**src/rtl/seg_scan_decoder.sv**
```systemverilog
// seg_scan_decoder: reads back the multiplexed 7-segment lines,
// captures each settled digit and publishes whole decoded frames.
module seg_scan_decoder #(
  parameter int DIGITS = 4,
  parameter int STABLE = 4
) (
  input  logic                clk,
  input  logic                rst_n,
  input  logic [6:0]          segments,
  input  logic [DIGITS-1:0]   digit_en,
  output logic [4*DIGITS-1:0] value,
  output logic                frame_valid,
  output logic                frame_err
);

  localparam int SW = DIGITS + 7;
  localparam logic [7:0] CMAX = 8'(STABLE - 1);

  typedef enum logic {SETTLE, HELD} state_t;

  state_t state, state_nx;

  logic [SW-1:0]       raw;
  logic [SW-1:0]       smp;
  logic [7:0]          cnt;
  logic                diff;
  logic                one_hot;
  logic                capture;
  logic                illegal;
  logic                complete;
  logic [3:0]          nib;
  logic [DIGITS-1:0]   en;
  logic [DIGITS-1:0]   seen;
  logic [DIGITS-1:0]   bad;
  logic [DIGITS-1:0]   seen_base;
  logic [DIGITS-1:0]   bad_base;
  logic [4*DIGITS-1:0] shadow;

  assign raw      = {digit_en, segments};
  assign diff     = raw != smp;
  assign en       = smp[SW-1:7];
  assign one_hot  = $onehot(en);
  assign complete = &seen;

  // cnt tracks how long smp has held its current value
  always_ff @(posedge clk or negedge rst_n) begin
    if (!rst_n) begin
      smp <= '0;
      cnt <= '0;
    end else begin
      smp <= raw;
      if (diff)
        cnt <= '0;
      else if (cnt < CMAX)
        cnt <= cnt + 8'd1;
    end
  end

  always_ff @(posedge clk or negedge rst_n) begin
    if (!rst_n)
      state <= SETTLE;
    else
      state <= state_nx;
  end

  always_comb begin
    state_nx = state;
    if (diff)
      state_nx = SETTLE;
    else if (capture)
      state_nx = HELD;
  end

  always_comb begin
    capture = (state == SETTLE) && (cnt == CMAX) && one_hot;
  end

  always_comb begin
    nib     = '0;
    illegal = 1'b0;
    unique case (smp[6:0])
      7'h3F: nib = 4'h0;
      7'h06: nib = 4'h1;
      7'h5B: nib = 4'h2;
      7'h4F: nib = 4'h3;
      7'h66: nib = 4'h4;
      7'h6D: nib = 4'h5;
      7'h7D: nib = 4'h6;
      7'h07: nib = 4'h7;
      7'h7F: nib = 4'h8;
      7'h6F: nib = 4'h9;
      7'h77: nib = 4'hA;
      7'h7C: nib = 4'hB;
      7'h39: nib = 4'hC;
      7'h5E: nib = 4'hD;
      7'h7B: nib = 4'hE;
      7'h71: nib = 4'hF;
      default: illegal = 1'b1;
    endcase
  end

  // a capture in the completion cycle starts the next frame
  always_comb begin
    seen_base = complete ? '0 : seen;
    bad_base  = complete ? '0 : bad;
  end

  always_ff @(posedge clk or negedge rst_n) begin
    if (!rst_n) begin
      value       <= '0;
      frame_valid <= 1'b0;
      frame_err   <= 1'b0;
      seen        <= '0;
      bad         <= '0;
      shadow      <= '0;
    end else begin
      frame_valid <= complete;
      if (complete) begin
        value     <= shadow;
        frame_err <= |bad;
      end
      if (capture) begin
        seen <= seen_base | en;
        bad  <= (bad_base & ~en) | (illegal ? en : '0);
      end else begin
        seen <= seen_base;
        bad  <= bad_base;
      end
      for (int i = 0; i < DIGITS; i++) begin
        if (capture && en[i])
          shadow[4*i +: 4] <= nib;
      end
    end
  end

endmodule

```
**config.mk**
```make
export PLATFORM = sky130hd
export DESIGN_NAME = seg_scan_decoder
export DESIGN_NICKNAME = d
export VERILOG_FILES = /design/src/rtl/seg_scan_decoder.sv
export SDC_FILE = /design/constraint.sdc
export NUM_CORES = 1
export LEC_CHECK = 0
export ABC_AREA = 1
export CAP_MARGIN = 10
export CORE_ASPECT_RATIO = 0.8
export CORE_MARGIN = 2
export CORE_UTILIZATION = 55
export DETAILED_ROUTE_END_ITERATION = 8
export GPL_ROUTABILITY_DRIVEN = 0
export PLACE_DENSITY = 0.78
export SLEW_MARGIN = 20
export SYNTH_ARGS = -nofsm -noshare
export SYNTH_HDL_FRONTEND = slang
export SYNTH_SLANG_ARGS = --single-unit
```
**constraint.sdc**
```tcl
create_clock -name clk -period 2.58 [get_ports clk]
set_clock_uncertainty 0.1 [all_clocks]
set_input_delay 0.516 -clock clk [delete_from_list [all_inputs] [get_ports clk]]
set_output_delay 0.516 -clock clk [all_outputs]
set_load 0.01 [all_outputs]
```
==> impl_metrics.py, run 1 <==
metrics = {
    "worst_setup_path": {
        "required_ns": 2.76,
        "critPathKind": "reg2reg",
        "reg2reg_from": "smp[7]",
        "cp_max_fo": 5,
        "start_kind": "flop",
        "critPathLaunch": "smp[7]",
        "r2r_slack_ns": 0.05,
        "reg2reg_to": "seen[1]",
        "rr_worst_depth": 11,
        "crit_arrival_ns": 2.70,
        "crit_path_end_kind": "flop",
    },
    "routing": {
        "dr_total_vias": 2203,
        "post_drt_wl_per_cell_um": 13.2,
        "drtIter0Drc": 158,
        "drc": 0,
        "firstDrtPassIters": 4,
        "wirelength_um": 5790,
        "via_per_inst": 5.02,
        "drtAntennaViolNets": 0,
    },
    "yosys": {
        "avgSynthCellArea_um2": 8.47,
        "ys_seq_elements": 62,
        "yosysWarnings": 0,
        "netlist_instances": 326,
        "yosysUniqueCellTypes": 24,
        "netlist_area_um2": 2760,
        "syn_nets": 343,
        "yosysSeqAreaShare_pct": 56.2,
    },
    "final_layout": {
        "final_cell_mix": "nand2_1 (106), dfrtp_1 (62), inv_1 (37)",
        "n_antenna_cell": 0,
        "drive_gt1_share_pct": 12.7,
        "nets": 389,
        "syn_to_final_growth_pct": 26.6,
        "layout_commonest_cell": "nand2_1",
    },
    "floorplan": {
        "dieArea_um2": 5600,
        "die_x_um": 83.2,
        "io_pins": 31,
        "start_util_pct": 56.1,
        "rows": 23,
        "core_area_um2": 4920,
        "die_y_um": 67.4,
    },
    "clock_network": {
        "cts_tree": "built",
        "clock_latency_ns": 0.34,
        "clockBufferDepth": 2,
        "cts_inserted_buffers": 9,
        "cts-root-buf": "clkbuf_8",
        "clkTransAtPathRegs_ns": 0.07,
        "cts.sinks": 62,
        "h-tree-depth": 3,
    },
    "grt": {
        "track_usage_pct": 21.8,
        "grt_pass1_vias": 2011,
        "use_met3_pct": 8.19,
        "antenna_found_initial": 0,
        "grt_use_met2_pct": 34.5,
        "grt_max_degree": 34,
        "grt_overflow": 0,
        "grt_pass1_wl_um": 9270,
        "busiest_layer": "met2",
        "grtUsageMet1_pct": 28.1,
    },
    "sta": {
        "setup_viol": 0,
        "slew-limit-headroom_pct": 54.1,
        "finalHoldViolCount": 0,
        "slew_viol_final": 0,
        "fmax_mhz": 396,
        "post-route-period-util_pct": 98.0,
        "hold_ws_ns": 0.112,
        "tightestPinTransition_ns": 0.688,
        "fin_crit_ns": 2.53,
    },
    "power": {
        "pwr-share-clk_pct": 45.0,
        "cellPowerDensity_nw_per_um2": 585,
        "p_total_mw": 2.04,
        "p_leak_nw": 1.74,
        "pwr-share-comb_pct": 6.4,
        "p_seq_share_pct": 48.6,
        "power.switching_mw": 0.467,
        "irDropWorstVdd_uv": 461,
        "switching_share_pct": 22.9,
        "internal_power_mw": 1.58,
    },
    "outcome": {
        "status": "finished, final reports clean",
    },
    "flow_run": {
        "cap_violations": 0,
    },
    "place": {
        "portBuffers": 30,
        "post-dp-hpwl_um": 3900,
    },
    "worst_hold_path": {
        "min_path_type": "in2async",
    },
}
critical path, stage by stage, from the launching register on:
cell and delay (ns):
dfrtp_1 0.35, inv_1 0.10, fa_1 0.55, inv_1 0.05
ha_1 0.20, ha_4 0.23, nor2_1 0.13, nor3b_4 0.22
buf_6 0.15, nand3_2 0.14, buf_4 0.20, nand2_1 0.05
flip-flops by register name (all words and copies together), names as in the netlist:
signal	count
cnt	8
seen	4
frame_err	1
frame_valid	1
state	1
value	16
shadow	16
bad	4
smp	11
power by group through the flow:
stage                     logic [mW]  clock network, mW  registers [mW]
after floorplan               0.0569                  0            1.01
after detailed placement       0.114                  0            1.01
after global routing           0.146              0.995           0.993
after global placement         0.110                  0            1.01
after CTS                      0.114              0.941           0.992
final                          0.130              0.920           0.993
worst max path at each step:
stage,slack (ns),end
final,0.05,seen[1]
after global routing,-0.06,bad[0]
after CTS,-0.06,shadow[7]
after detailed placement,-0.05,shadow[11]
after global placement,0.09,bad[1]
after floorplan,0.24,shadow[1]
synth_stat cells:
master	instances	share of area [%]
ha_1	3	1.4
xor2_1	8	2.5
nor3b_2	1	0.45
nand2_2	1	0.23
a21oi_1	3	0.54
clkbuf_1	3	0.41
buf_2	1	0.18
nor4_1	1	0.23
and2_1	1	0.23
buf_6	1	0.41
nand2_1	106	14
o21ai_0	25	4.5
inv_1	37	5.0
dfrtp_1	62	56
xnor2_1	4	1.3
nand3_2	2	0.73
nand4_1	2	0.45
inv_2	1	0.14
fa_1	1	0.73
nor2_2	4	0.91
nor2_1	39	5.3
nand3_1	14	2.5
nor3b_1	1	0.27
nor3_1	5	0.91
final cells by class:
class | count | area (um^2)
multi-input combinational | 221 | 1120
tap | 62 | 77.6
clock inverter | 6 | 86.3
timing repair buffer | 40 | 387
inverter | 38 | 143
sequential | 62 | 1550
clock buffer | 10 | 128
fill | 359 | 1430
what timing repair did:
action | CTS | global route
pin swaps | 0 | 5
resized for setup | 0 | 19
hold buffers | 0 | 0
setup buffers | 0 | 7
endpoints found under the setup margin | 11 | 23
stage by stage:
stage / area [um^2] / setup TNS, ns / setup slack (ns) / cells / utilization [%]
floorplan: 2760 / 0 / 0.236 / 326 / -
global placement: 3140 / 0 / 0.0872 / 416 / 63.8
detailed placement: 3140 / -0.215 / -0.0486 / 416 / 63.8
CTS: 3350 / -0.338 / -0.0632 / 432 / 68.2
global route: 3490 / -0.262 / -0.0564 / 439 / 71.0
finish: 3490 / 0 / 0.0518 / 439 / 71.0
logic make-up after synthesis:
| kind of cell | after synthesis | synth area share (%) |
|---|---|---|
| and+or+nand+nor | 177 | 26.7 |
| DFF | 62 | 56.2 |
| buffers and inverters | 43 | 6.16 |
| AOI/OAI and AO/OA | 28 | 5.08 |
| xor gates and xnor gates | 12 | 3.81 |
| adders and majority gates | 4 | 2.09 |
routing by layer:
metal / share of wire [%] / wire length (um)
met1: 46 / 2660
met2: 47 / 2700
met3: 5.7 / 330
met4: 1.8 / 105
met5: 0 / 0
Power figures use the tool's default switching activity.
==> inputs of run 2 (changes only) <==
--- a/config.mk
+++ b/config.mk
@@ -7,7 +7,6 @@
 export LEC_CHECK = 0
 export ABC_AREA = 1
 export CAP_MARGIN = 10
-export CORE_ASPECT_RATIO = 0.8
 export CORE_MARGIN = 2
 export CORE_UTILIZATION = 55
 export DETAILED_ROUTE_END_ITERATION = 8
==> run 2 against run 1 <==
  * The run now ends with negative setup slack left
  * Setup slack worse by 0.15 ns
  * Die area about the same
  * Hold slack got worse by 0.041 ns
  * Wire length fell by 3.7%
  * Cell count rose by 0.46%
  * Clock-buffer cell count grew 3
  * Cell area shrank 1.4%
  * Highest routed layer unchanged
==> impl_metrics.py, run 2 (synthesized netlist as in run 1, its figures left out) <==
metrics = {
    "outcome": {
        "status": "complete, but fails checks",
        "violations": "negative setup slack",
    },
    "routing": {
        "dr_total_vias": 2141,
        "topRoutingLayerUsed": "met4",
        "post_drt_wl_per_cell_um": 12.7,
        "drt-met1-wl_um": 2580,
        "drtAntennaViolNets": 0,
        "wl_met2_um": 2700,
        "firstDrtPassIters": 4,
        "drc": 0,
        "dr_wl_met3_um": 181,
        "via_per_inst": 4.85,
        "wirelength_um": 5580,
        "drtIter0Drc": 208,
    },
    "final_layout": {
        "n_antenna_cell": 0,
        "syn_to_final_growth_pct": 24.8,
        "final_cell_mix": "nand2_1 (106), dfrtp_1 (62), inv_1 (35)",
        "drive_gt1_share_pct": 12.0,
        "design_area_um2": 3440,
        "largest_registers": "shadow: 16 flops, value: 16 flops, smp: 11 flops",
        "nets": 386,
        "finish.utilization_pct": 72.0,
        "layout_commonest_cell": "nand2_1",
    },
    "worst_setup_path": {
        "cp_slowest_cell": "fa_1",
        "critPathKind": "reg2reg",
        "r2r_slack_ns": -0.09,
        "rr_worst_depth": 10,
        "reg2reg_to": "shadow[2]",
        "crit_path_end_kind": "flop",
        "crit_arrival_ns": 2.83,
        "cpMostUsedCell": "inv_1",
        "start_kind": "flop",
        "path_cells": "inv_1, fa_1, inv_1, ha_1, ha_4, nor3b_1, nand3_2, nor2_4, nand2_1, o21ai_0",
        "cp_num_buf_inv": 2,
        "cp_max_fo": 7,
        "critPathMaxStageDelay_ns": 0.53,
        "cpLargestDelayFamily": "adder cells",
        "required_ns": 2.73,
        "reg2reg_from": "smp[8]",
    },
    "clock_network": {
        "h-tree-depth": 3,
        "cts-root-buf": "clkbuf_8",
        "cts.sinks": 62,
        "clkTransAtPathRegs_ns": 0.07,
        "cts_inserted_buffers": 9,
        "hold_buffers": 0,
        "cts_tree": "built",
        "clockBufferDepth": 2,
        "clock_latency_ns": 0.34,
    },
    "grt": {
        "track_usage_pct": 21.9,
        "grt_pass1_wl_um": 9070,
        "grt_pass1_vias": 2045,
        "antenna_found_initial": 0,
        "grt_max_degree": 33,
        "grt_overflow": 0,
    },
    "place": {
        "dpl_cell_area_um2": 3150,
        "dpl_worst_slack_ns": 0.0352,
        "portBuffers": 30,
        "post-dp-hpwl_um": 3720,
    },
    "floorplan": {
        "rows": 25,
        "die_x_um": 74.8,
        "start_util_pct": 57.7,
        "die_y_um": 74.8,
        "core_area_um2": 4790,
        "dieArea_um2": 5600,
        "io_pins": 31,
    },
    "sta": {
        "fmax_mhz": 374,
        "slew_viol_final": 0,
        "slew-limit-headroom_pct": 56.4,
        "finalHoldViolCount": 0,
        "setup_viol": 15,
        "fin_crit_ns": 2.67,
        "setup_ws_ns": -0.0934,
        "tightestPinTransition_ns": 0.651,
        "post-route-period-util_pct": 104,
        "hold_ws_ns": 0.0708,
    },
    "power": {
        "irDropWorstVdd_uv": 439,
        "p_leak_nw": 1.70,
        "cellPowerDensity_nw_per_um2": 576,
    },
    "flow_run": {
        "cap_violations": 0,
    },
    "worst_hold_path": {
        "min_path_type": "in2async",
    },
}
-- run 2: changes by cell type in the layout (fill, tap and decap cells not counted) --
cell,change
buf_12,-1
nor3b_1,+1
clkbuf_1,+1
inv_2,+2
bufinv_16,-1
buf_6,-1
nor3b_2,-1
clkbuf_8,+2
inv_1,-2
clkinv_2,-1
clkinv_4,-1
buf_4,-1
-- run 2: power by group --
| group | leakage, nW | switching, mW | internal [mW] |
|---|---|---|---|
| clock network | 0.0996 | 0.365 | 0.498 |
| logic | 0.764 | 0.0772 | 0.0519 |
| registers | 0.841 | 0.0120 | 0.981 |
-- run 2: worst reg2reg max path, cell delays in order, from the launching register on --
cell,delay [ns]
dfrtp_1,0.36
inv_1,0.10
fa_1,0.53
inv_1,0.05
ha_1,0.21
ha_4,0.23
nor3b_1,0.31
nand3_2,0.27
nor2_4,0.26
nand2_1,0.09
o21ai_0,0.09
-- run 2: worst max-delay path by stage --
stage,cells past startpoint,slack [ns],to,start
finish,10,-0.09,shadow[2],smp[8]
global route,10,-0.18,shadow[1],smp[8]
detailed placement,9,0.04,shadow[11],smp[7]
floorplan,9,0.24,shadow[1],smp[7]
global placement,9,0.10,shadow[7],smp[7]
CTS,10,-0.008,shadow[2],smp[7]
-- run 2: per-layer routing --
metal | global-route usage [%] | vias up
met5 | 0 | -
met4 | 10.1 | 0
met3 | 4.82 | 13
met2 | 34.1 | 46
met1 | 29.4 | 987
li1 | - | 1095
-- run 2: timing repair --
item | CTS | global route
pin swaps | 0 | 3
endpoints found under the setup margin | 2 | 20
resized for setup | 0 | 19
buffers inserted | 0 | 2
-- run 2: layout make-up --
cell class	instances	area, um^2
inverters	38	143
multi-input cells	221	1120
well taps	67	83.8
fillers	377	1340
flip-flops and latches	62	1550
clock inverters	3	42.5
repair buffers	37	348
clock buffers	13	159
-- run 2: metrics by stage --
step	power, mW	TNS [ns]	std cells
floorplan	1.06	0	326
global placement	1.12	0	423
detailed placement	1.12	0	423
CTS	1.98	-0.0135	439
global route	2.06	-2.36	441
finish	1.98	-0.664	441
==> inputs of run 3 (changes only) <==
==> constraint.sdc (replaced) <==
create_clock -name clk -period 2.58 [get_ports clk]
set_clock_uncertainty 0.1 [all_clocks]
set_input_delay 0.387 -clock clk [delete_from_list [all_inputs] [get_ports clk]]
set_output_delay 0.387 -clock clk [all_outputs]
set_load 0.01 [all_outputs]
==> run 3 against run 2 <==
  * The run now ends clean
  * Via count rose by 1.6%
  * Setup slack improved by 0.17 ns
  * Clock power fell by 5.3%
  * Core utilization fell by 0.052 points
  * Cell count did not move
  * Die area did not move
  * Sequential power barely moved
  * Global-route usage fell by 0.14 points
  * Critical path depth fell by 1
  * First-iteration DRC count fell by 33%
  * Combinational power fell by 3%
  * Critical path type unchanged
  * Critical endpoint is now shadow[6]
==> impl_metrics.py, run 3 (synthesized netlist as in run 1, its figures left out) <==
metrics = {
    "place": {
        "portBuffers": 30,
        "dpl_worst_slack_ns": 0.0260,
        "post-dp-hpwl_um": 3690,
        "dp.cells": 423,
        "dpl_cell_area_um2": 3150,
    },
    "clock_network": {
        "cts-root-buf": "clkbuf_8",
        "cts.sinks": 62,
        "h-tree-depth": 3,
        "clockBufferDepth": 2,
        "clkTransAtPathRegs_ns": 0.07,
        "clock_latency_ns": 0.33,
        "cts_inserted_buffers": 9,
        "cts_tree": "built",
    },
    "power": {
        "p_leak_nw": 1.71,
        "cellPowerDensity_nw_per_um2": 562,
        "irDropWorstVdd_uv": 517,
        "p_total_mw": 1.93,
    },
    "worst_setup_path": {
        "required_ns": 2.69,
        "cpLargestDelayFamily": "adder cells",
        "cp_max_fo": 7,
        "critPathKind": "reg2reg",
        "cp_slowest_cell": "fa_1",
        "reg2reg_from": "smp[7]",
        "critPathMaxStageDelay_ns": 0.53,
        "crit_arrival_ns": 2.61,
        "path_cells": "inv_2, fa_1, inv_1, ha_1, ha_4, nor3b_1, nand3_2, nor2_4, o21ai_0",
        "critPathLaunch": "smp[7]",
        "crit_path_end_kind": "flop",
        "cp_num_buf_inv": 2,
        "start_kind": "flop",
    },
    "floorplan": {
        "core_area_um2": 4790,
        "die_y_um": 74.8,
        "io_pins": 31,
        "start_util_pct": 57.7,
        "die_x_um": 74.8,
        "rows": 25,
        "dieArea_um2": 5600,
    },
    "sta": {
        "post-route-period-util_pct": 97.0,
        "slew-limit-headroom_pct": 58.7,
        "tightestPinTransition_ns": 0.618,
        "finalHoldViolCount": 0,
        "fin_crit_ns": 2.50,
        "setup_tns_ns": 0,
        "slew_viol_final": 0,
        "setup_ws_ns": 0.0786,
        "fmax_mhz": 400,
        "setup_viol": 0,
    },
    "final_layout": {
        "drive_gt1_share_pct": 12.0,
        "final_cells": 441,
        "n_antenna_cell": 0,
        "nets": 387,
        "syn_to_final_growth_pct": 24.7,
        "largest_registers": "shadow: 16 flops, value: 16 flops, smp: 11 flops",
        "final_cell_mix": "nand2_1 (106), dfrtp_1 (62), inv_1 (35)",
        "fill_cells": 374,
        "design_area_um2": 3440,
        "layout_commonest_cell": "nand2_1",
    },
    "grt": {
        "grt_pass1_vias": 2023,
        "grt_max_degree": 40,
        "grt_overflow": 0,
        "grt_pass1_wl_um": 9000,
        "track_usage_pct": 21.7,
        "antenna_found_initial": 0,
    },
    "outcome": {
        "status": "finished, final reports clean",
    },
    "routing": {
        "drc": 0,
        "dr_total_vias": 2176,
        "post_drt_wl_per_cell_um": 12.3,
        "via_per_inst": 4.93,
        "drtAntennaViolNets": 0,
        "wirelength_um": 5420,
        "firstDrtPassIters": 5,
        "drtIter0Drc": 140,
    },
    "flow_run": {
        "cap_violations": 0,
    },
    "worst_hold_path": {
        "min_path_type": "in2async",
    },
}
-- run 3: cell count changes in the layout (fill, tap and decap cells not counted), sizes merged --
cell         previous run  this run
clkbuf                 13        11
clkinv                  1         2
dlygate4sd3             0         1
-- run 3: per-stage QoR --
stage	hold WS, ns	util (%)
floorplan	-0.00859	-
global placement	0.185	65.8
detailed placement	0.197	65.8
CTS	0.377	70.0
global route	0.395	71.9
finish	0.370	71.9
-- run 3: area by class of cell --
class	count	area, um^2	area share [%]
Sequential cell	62	1550	45.1
Multi-Input combinational cell	221	1120	32.5
Timing Repair Buffer	38	358	10.4
Inverter	38	143	4.14
Clock buffer	11	141	4.11
Tap cell	67	83.8	2.44
Clock inverter	4	47.5	1.38
-- run 3: per-layer routing --
metal  GRT usage (%)  share of wire (%)  up-vias
met5               0                  0        -
met4            11.1                2.0        0
met3            4.55                3.9       13
met2            35.2                 47       57
met1            27.7                 47     1008
li1                -                  -     1098
-- run 3: path summary, 6_finish.rpt --
check,end,slack [ns],cells past startpoint
min in group clk,value[4],0.38,2
min,value[2],0.37,2
max reg2reg,shadow[6],0.08,9
max,shadow[6],0.08,9
max in group asynchronous,shadow[11],1.39,3
min reg2reg,value[4],0.38,2
-- run 3: report_power, final --
group	switching [mW]	internal [mW]	leakage, nW
sequential	0.0119	0.981	0.841
combinational	0.0742	0.0507	0.769
clock	0.353	0.464	0.0952
-- run 3: repair_timing --
| item | 4_1_cts | 5_1_grt |
|---|---|---|
| endpoints found under the hold margin | 12 | 0 |
| setup endpoints to repair | 0 | 23 |
| setup buffers | 0 | 2 |
| hold buffers | 1 | 0 |
| resized for setup | 0 | 19 |
==> RTL change, RTL diff (flow settings as in run 1) <==
Remove the register `frame_valid`: a continuous assignment takes its place, so the output `frame_valid` follows one clock earlier.
--- a/src/rtl/seg_scan_decoder.sv
+++ b/src/rtl/seg_scan_decoder.sv
@@ -108,13 +108,11 @@
   always_ff @(posedge clk or negedge rst_n) begin
     if (!rst_n) begin
       value       <= '0;
-      frame_valid <= 1'b0;
       frame_err   <= 1'b0;
       seen        <= '0;
       bad         <= '0;
       shadow      <= '0;
     end else begin
-      frame_valid <= complete;
       if (complete) begin
         value     <= shadow;
         frame_err <= |bad;
@@ -133,5 +131,7 @@
     end
   end
 
+  assign frame_valid = complete;
+
 endmodule
 
Check against the original RTL: same outputs for any inputs over 10 cycles, from zero or initial values and one cycle with rst_n low; that may be too few to reach the edited logic, so the function may still have changed.
==> RTL change against run 1 <==
Fmax is 2.5% higher. Die area hardly changed. Wire length is 7.6% lower. Final area is 1.0% lower. Synthesized area hardly changed. Cell count is 1.1% higher. First-iteration DRC count is 37% lower. Synthesized cell count is 1.5% higher. Setup slack better by 0.061 ns. Sequential cell count is 1 lower. Power is 1.5% lower. Largest cell class unchanged.
==> RTL change: results (changes against run 1) <==
stage,metric,value,unit,change
finish,fillers,379,,was 359
finish,reg_top3,"shadow x16, value x16, smp x11",,unchanged
logic_synthesis,yosysSeqAreaShare,0.553,,was 0.562
routing,dr.first_iter.drc_count,100,,was 158
placement,port_buffers,30,,unchanged
logic_synthesis,ys.flop_type,dfrtp_1,,unchanged
logic_synthesis,synth.net_count,348,,was 343
cts,cts_root_buffer,clkbuf_8,,unchanged
cts,clk_pin_slew,0.06,ns,
worst_setup_path,startpoint,smp[7]$_DFF_PN0_,,unchanged
cts,clk_latency,0.33,ns,
routing,wirelength,5350,microns,was 5790 microns
grt,grt_max_degree,62,,was 34
power_and_ir_drop,peakVddDrop,532,uV,was 461 uV
grt,grt_usage,0.213,,was 0.218
status,status,"complete, no violations",,unchanged
grt,grt_pass1_vias,2083,,"was 2,011"
finish,final_nets,395,,was 389
worst_setup_path,arrival,2.60,ns,was 2.70 ns
finish,drive_above_1_share,0.123,,was 0.127
power_and_ir_drop,leakagePower,0.00173,uW,was 0.00174 uW
cts,htreeDepth,3,,unchanged
worst_hold_path,hp-class,input port to asynchronous set/reset pin,,unchanged
routing,firstDrtPassIters,4,,unchanged
logic_synthesis,ys_top_cells_by_count,"nand2_1, dfrtp_1, inv_1, nor2_1, o21ai_0",,"was nand2_1, dfrtp_1, nor2_1, inv_1, o21ai_0"
logic_synthesis,synth.area.top_cells,"dfrtp_1, nand2_1, o21ai_0, inv_1, nor2_1",,"was dfrtp_1, nand2_1, nor2_1, inv_1, o21ai_0"
logic_synthesis,ys_async_sr_fraction,1.00,,unchanged
grt,grt_pass1_wl,9180,microns,was 9270 microns
placement,dpl_cell_area,3170,sq um,was 3140 sq um
timing,worst_pin_slew,0.741,ns,was 0.688 ns
routing,via_per_inst,4.96,,was 5.02
cts,cts-buffers-inserted,9,,unchanged
finish,antenna_cells,0,,unchanged
worst_setup_path,worstPathMaxFanout,6,,was 5
logic_synthesis,synth_cell_types,22,,was 24
logic_synthesis,yosys_warnings,0,,unchanged
placement,dpl.hpwl,3840,microns,was 3900 microns
grt,antenna_found_initial,0,,unchanged
cts,clockBufferDepth,2,,unchanged
## RTL change: cell types whose count changed in the layout (fill, tap and decap cells not counted), moves of 4 or more
cell | run 1 | this run
o21ai_0 | 25 | 32
nand3_2 | 7 | 1
nor2_2 | 6 | 2
inv_2 | 1 | 5
nor2_1 | 33 | 37
## RTL change: area by class of cell
class / instances / area (sq um) / area share
tap: 62 / 77.6 / 0.0224
multi-input combinational: 222 / 1100 / 0.317
timing repair buffer: 40 / 378 / 0.109
clock buffer: 11 / 141 / 0.0409
clock inverter: 4 / 72.6 / 0.0210
sequential: 61 / 1530 / 0.441
inverter: 44 / 165 / 0.0478
## RTL change: cells by family after synthesis
kind of cell | after synthesis | synth area share
XOR/XNOR | 11 | 0.0349
AO/OA/AOI/OAI | 37 | 0.0671
AND/OR/NAND/NOR | 170 | 0.259
flip-flops | 61 | 0.553
buffers and inverters | 48 | 0.0653
adder cells (fa/ha/maj) | 4 | 0.0209
## RTL change: stage by stage
stage	util	worst slack [ns]	cells
5_1_grt	0.703	-0.0175	444
3_3_place_gp	0.644	0.108	426
4_1_cts	0.688	-0.0231	441
3_5_place_dp	0.644	-0.0101	426
2_1_floorplan	-	0.159	331
6_report	0.703	0.112	444
## RTL change: final timing paths
check / slack (ns) / end / cells after the start
max in group asynchronous: 1.66 / smp[6]$_DFF_PN0_ / 2
min in group clk: 0.39 / value[6]$_DFFE_PN0P_ / 2
setup / recovery: 0.11 / shadow[2]$_DFFE_PN0P_ / 13
hold reg to reg: 0.39 / value[6]$_DFFE_PN0P_ / 2
hold / removal: 0.22 / value[14]$_DFFE_PN0P_ / 2
setup reg to reg: 0.11 / shadow[2]$_DFFE_PN0P_ / 13
## RTL change: routing by layer
metal,global-route usage,share of wire
met5,0,0
met4,0.0861,0.014
met3,0.0709,0.044
met2,0.353,0.46
met1,0.264,0.48
## RTL change: worst max-delay path, stage by stage (launching register included)
cell and delay (ns):
dfrtp_1 0.37, inv_2 0.07, fa_1 0.53, inv_1 0.04
ha_2 0.18, ha_4 0.22, nor2_2 0.09, nand2_1 0.05
nor2_1 0.12, nand2_2 0.17, nor2_4 0.13, buf_4 0.15
nand2_1 0.05, o21ai_0 0.10
## RTL change: repair_timing
item                                    4_1_cts  5_1_grt
gates cloned                                  0        0
setup buffers                                 0        3
pin swaps                                     0        4
gates resized for setup                       0       15
hold endpoints to repair                      0        0
endpoints found under the setup margin        3       22
## RTL change: where the power goes
part | internal [uW] | total (uW) | switching [uW] | leakage (uW)
Sequential | 965 | 976 | 10.6 | 0.000827
Combinational | 50.5 | 119 | 69.0 | 0.000794
Clock | 563 | 918 | 355 | 0.000105
